===== src/rtl/writeback_scheduler.sv =====
// rtl/writeback_scheduler.sv - register-file write port arbiter with a 2-entry late-result FIFO
// Optional feature macro: WB_HAZARD_CHECK_EN (write-after-write ordering against queued late results)
module writeback_scheduler #(
   parameter int DATA_WIDTH = 16,
   parameter int NREG_BITS  = 3,
   parameter int MAX_WAIT   = 4
) (
   input  logic                  clk_i,
   input  logic                  reset_i,
   input  logic                  pri_valid_i,
   input  logic [2:0]            pri_sel_i,
   input  logic [NREG_BITS-1:0]  pri_dest_i,
   input  logic                  late_valid_i,
   output logic                  late_ready_o,
   input  logic [NREG_BITS-1:0]  late_dest_i,
   input  logic [DATA_WIDTH-1:0] late_data_i,
   output logic [2:0]            selection_o,
   output logic [DATA_WIDTH-1:0] late_out_o,
   output logic                  reg_write_o,
   output logic [NREG_BITS-1:0]  reg_dest_o,
   output logic                  stall_o,
   output logic [1:0]            pending_o
);

   localparam logic [2:0] SEL_LATE = 3'd7;
   localparam logic [3:0] WAIT_MAX = 4'(MAX_WAIT);

   logic [1:0][NREG_BITS-1:0]  dest_q, dest_d;
   logic [1:0][DATA_WIDTH-1:0] data_q, data_d;
   logic                       head_q, head_d;
   logic [1:0]                 count_q, count_d;
   logic [3:0]                 wait_q, wait_d;

   logic pri_req;
   logic hazard;
   logic late_grant;
   logic push;
   logic tail;

   // Grant decision and write-port outputs; everything forced idle while reset is high.
   always_comb begin
      pri_req      = pri_valid_i && (pri_sel_i != SEL_LATE);
      hazard       = 1'b0;
`ifdef WB_HAZARD_CHECK_EN
      if (pri_req) begin
         if ((count_q != 2'd0) && (dest_q[head_q] == pri_dest_i)) hazard = 1'b1;
         if ((count_q == 2'd2) && (dest_q[~head_q] == pri_dest_i)) hazard = 1'b1;
      end
`endif
      late_grant   = !reset_i && (count_q != 2'd0) &&
                     (!pri_req || (wait_q == WAIT_MAX) || hazard);
      late_ready_o = !reset_i && (count_q < 2'd2);
      push         = late_valid_i && late_ready_o;
      tail         = head_q ^ count_q[0];

      selection_o  = 3'd0;
      reg_dest_o   = '0;
      reg_write_o  = 1'b0;
      stall_o      = 1'b0;
      if (late_grant) begin
         selection_o = SEL_LATE;
         reg_dest_o  = dest_q[head_q];
         reg_write_o = 1'b1;
         stall_o     = pri_req;
      end else if (!reset_i && pri_req) begin
         selection_o = pri_sel_i;
         reg_dest_o  = pri_dest_i;
         reg_write_o = 1'b1;
      end

      late_out_o = (!reset_i && (count_q != 2'd0)) ? data_q[head_q] : '0;
      pending_o  = reset_i ? 2'd0 : count_q;
   end

   // FIFO bookkeeping and starvation counter next state.
   always_comb begin
      dest_d  = dest_q;
      data_d  = data_q;
      head_d  = head_q;
      count_d = count_q;
      wait_d  = wait_q;

      if (push) begin
         dest_d[tail] = late_dest_i;
         data_d[tail] = late_data_i;
      end
      if (late_grant) head_d = ~head_q;

      if (push && !late_grant) begin
         count_d = count_q + 2'd1;
      end else if (!push && late_grant) begin
         count_d = count_q - 2'd1;
      end

      if ((count_q == 2'd0) || late_grant) begin
         wait_d = 4'd0;
      end else if (wait_q != WAIT_MAX) begin
         wait_d = wait_q + 4'd1;
      end
   end

   // State registers with synchronous reset discarding any buffered results.
   always_ff @(posedge clk_i) begin
      if (reset_i) begin
         dest_q  <= '0;
         data_q  <= '0;
         head_q  <= 1'b0;
         count_q <= 2'd0;
         wait_q  <= 4'd0;
      end else begin
         dest_q  <= dest_d;
         data_q  <= data_d;
         head_q  <= head_d;
         count_q <= count_d;
         wait_q  <= wait_d;
      end
   end

endmodule


===== config.mk =====
export PLATFORM = sky130hd
export DESIGN_NAME = writeback_scheduler
export DESIGN_NICKNAME = d
export VERILOG_FILES = /design/src/rtl/writeback_scheduler.sv
export SDC_FILE = /design/constraint.sdc
export NUM_CORES = 1
export LEC_CHECK = 0
export ABC_CLOCK_PERIOD_IN_PS = 3700
export CAP_MARGIN = 10
export CORE_UTILIZATION = 51
export DETAILED_ROUTE_END_ITERATION = 10
export HOLD_SLACK_MARGIN = 0.08
export PLACE_DENSITY = 0.8
export SLEW_MARGIN = 20
export SYNTH_ARGS = -nofsm -noshare
export SYNTH_HDL_FRONTEND = slang
export SYNTH_SLANG_ARGS = --single-unit

===== constraint.sdc =====
create_clock -name clk_i -period 3.7 [get_ports clk_i]
set_input_delay 0.74 -clock clk_i [delete_from_list [all_inputs] [get_ports clk_i]]
set_output_delay 0.74 -clock clk_i [all_outputs]
set_load 0.01 [all_outputs]

==> summary.md <==
| Metric | Value |
|---|---|
| Kind of critical path | primary input to output pin |
| Status | complete, no violations |
| R2r startpoint | head_q |
| Vias per cell | 5.22 |
| Area Overhead vs Synth | 35.3% |
| Buffer and inverter count on the worst path | 2 |
| Initial antenna violation count | 0 |
| Worst hold path class | flip-flop to flip-flop |
| Number of H-tree levels | 2 |
| Hold-fix buffers, CTS | 0 |
| Clock Skews | 0.00421 ns |
| CP Cell Sequence | clkdlybuf4s50_1, o21bai_1, nor2_1, nor3_1, o2bb2ai_1, clkdlybuf4s50_1 |
| Final WL | 4.16 mm |
| Number of flops mapped to enable cells by yosys | 0 |
| Peak VDD IR | 0.000343 V |
| Clk slew on worst S/H paths | 0.08 ns |
| Grt ovf | 0 |
| Max-cap violation count | 0 |
| Multi-input gate area | 0.00105 mm2 |
| Crit path time final | 3.27 ns |
| Min-delay src | wait_q[0] |
| CP max stage cell | clkdlybuf4s50_1 |
| Pwr per Cell Area | 429 mW/mm2 |
| Post-route DRC | 0 |
| Post-synthesis register bit count | 45 |
| Slew headroom | 63.4% |
| Area taken by flip-flops and latches | 901 um2 |
| Hold violation count in the final report | 0 |
| Pleak | 1.25 nW |
| Crit Path Max Fanout | 4 |
| Cell area after layout | 0.00275 mm2 |
| First-iteration detailed-routing DRC count | 106 |
| Fin cells | 321 |
| Nets | 304 |
| Wire length of the first global-routing pass | 6.87 mm |
| Max stage delay on crit path | 0.55 ns |
| Port Buffers | 55 |
| Die ar. | 0.00424 mm2 |
| Sequential share of the synthesized area | 44.3% |
| Synth area leaders | dfxtp_1 44%, mux2i_1 28%, nor2_1 12%, ha_1 1.8%, xor2_1 1.7% |
| GRT Total Usage | 21.0% |
| WP data required | 2.96 ns |
| Largest area contributor in the netlist | dfxtp_1 |
| Core Region | 0.00374 mm2 |
| Number of global-route vias before repair | 1536 |
| I/O pin count | 56 |
| Async SR Flop Fraction | 0% |
| Later-pin clock latency in the skew report | 0.29 ns |
| Dpl hpwl | 2.92 mm |
| PostCTS Resize Cnt | 0 |
| CTS Root Cell | clkbuf_8 |
| Width of the die | 65.1 um |
| RSZ-0062 raised after global routing | no |
| CTS Sinks | 45 |
| Crit path DAT | 2.53 ns |
| Placed cells | 313 |
| Final period util | 88.3% |
| Crit-path most repeated cell | clkdlybuf4s50_1 |
| Synthesized instance count | 215 |
| CTS tree | built |
| Fmax | 0.306 GHz |
| Antenna diodes | 0 |
| Slew Viols, Final | 0 |
| Via Count | 1675 |
| Die H | 65.1 um |
| Crit path launch type | primary input |
| Synth Flop Type | dfxtp_1 |
| Starting Density | 54.3% |
| # fillers | 321 |
| Worst-Margin Slew | 0.548 ns |
| Worst Setup SP | reset_i |
| Row count | 22 |
| Layout cells sized above 1 | 6.23% |
| Setup bufs post-CTS | 0 |
| Mapped Avg Cell Area | 9.45 um2 |
| CTS Buf Count | 5 |
| Syn Std Cell Area | 0.00203 mm2 |
| Final setup fails | 0 |
| Crit end category | output pin |
| Placed cell area | 0.00265 mm2 |
| CP top delay family | buffers and inverters |
| Yosys top cell area share | 44.3% |
| Netlist cell types | 29 |
| Setup TNS | 0 ns |
| Ys Warns | 0 |
| Wire length per cell | 13.0 um |
| Tot Pwr | 0.00118 W |
| Clk buf depth | 2 |
| Gpl congestion | 0.682 |
| Pre-antenna DRT Iters | 4 |
| Mapped Nets | 247 |
| Routed Antenna Nets | 0 |
| Largest net degree at the start of global routing | 32 |
final timing paths:
| check | end | cells past startpoint | slack, ns |
|---|---|---|---|
| min | wait_q[0] | 1 | 0.47 |
| max | reg_dest_o[1] | 6 | 0.43 |
| max reg2reg | dest_q[0] | 6 | 1.44 |
| min reg2reg | wait_q[0] | 1 | 0.47 |
per-stage QoR:
| stage | hold WS (ns) | utilization, % | setup slack [ns] |
|---|---|---|---|
| finish | 0.468 | 73.5 | 0.432 |
| detailed placement | 0.459 | 70.9 | 0.436 |
| global route | 0.498 | 73.5 | 0.337 |
| CTS | 0.476 | 73.5 | 0.430 |
| floorplan | 0.430 | - | 1.31 |
| global placement | 0.444 | 70.9 | 0.486 |
layout by cell type, fill, tap and decap left out:
cell type,Yosys,final
a21o_1,3,3
a21oi_1,1,1
a31oi_1,1,1
buf_12,0,1
buf_4,1,7
clkbuf_8,0,6
clkdlybuf4s50_1,0,55
clkinv_2,0,1
clkinv_4,0,1
dfxtp_1,45,45
ha_1,3,3
inv_1,3,3
inv_2,1,1
mux2i_1,57,57
nand2_1,2,2
nand3_1,2,2
nand3b_1,1,1
nor2_1,63,63
nor2b_1,2,2
nor3_1,2,2
nor3b_1,1,1
o21ai_0,1,1
o21ai_1,1,1
o21bai_1,1,1
o2bb2ai_1,3,3
or3_1,1,1
or3b_1,1,1
or4b_1,1,1
xnor2_1,2,2
xor2_1,4,4
worst register-to-register path, cell delays in order, from the launching register on:
cell and delay, ns:
dfxtp_1 0.32, buf_4 0.34, xor2_1 0.14, or4b_1 0.78
buf_4 0.32, mux2i_1 0.17, nor2_1 0.07
cell usage after synthesis (2+ instances only):
master / number
clkbuf_1: 9
ha_1: 3
nor3_1: 2
nor2_1: 63
a21o_1: 3
nand3_1: 2
o2bb2ai_1: 3
inv_1: 3
xnor2_1: 2
mux2i_1: 57
nor2b_1: 2
xor2_1: 4
dfxtp_1: 45
nand2_1: 2
final cells by class:
cell class / instances / area share [%]
Multi-Input combinational cell: 153 / 38.4
Sequential cell: 45 / 32.8
Timing Repair Buffer: 63 / 22.7
Clock buffer: 6 / 3.00
Tap cell: 48 / 2.18
Inverter: 4 / 0.546
Clock inverter: 2 / 0.500
flip-flops by register name, indices dropped and copies added, names as in the netlist:
name and count:
wait_q 4, dest_q 6, count_q 2, head_q 1, data_q 32
routing by layer:
layer  vias to the layer above  wire length (um)  GRT usage (%)
li1                        832                 -              -
met1                       797              1920           25.3
met2                        44              1990           36.8
met3                         2               226           6.60
met4                         0                23           4.08
met5                         -                 0              0
power by group:
| group | total (W) | internal (W) | switching, W |
|---|---|---|---|
| registers | 0.000552 | 0.000525 | 0.0000267 |
| logic | 0.000313 | 0.000165 | 0.000148 |
| clock network | 0.000316 | 0.000151 | 0.000164 |
kinds of logic after synthesis:
group	after synthesis	synth area share, %
simple gates	76	15.6
mux	57	28.1
flops	45	44.3
buf+inv	17	3.76
compound gates	11	3.82
xor+xnor	6	2.59
fa+ha+maj	3	1.85
Note: power is estimated with default switching activity, not from simulation.
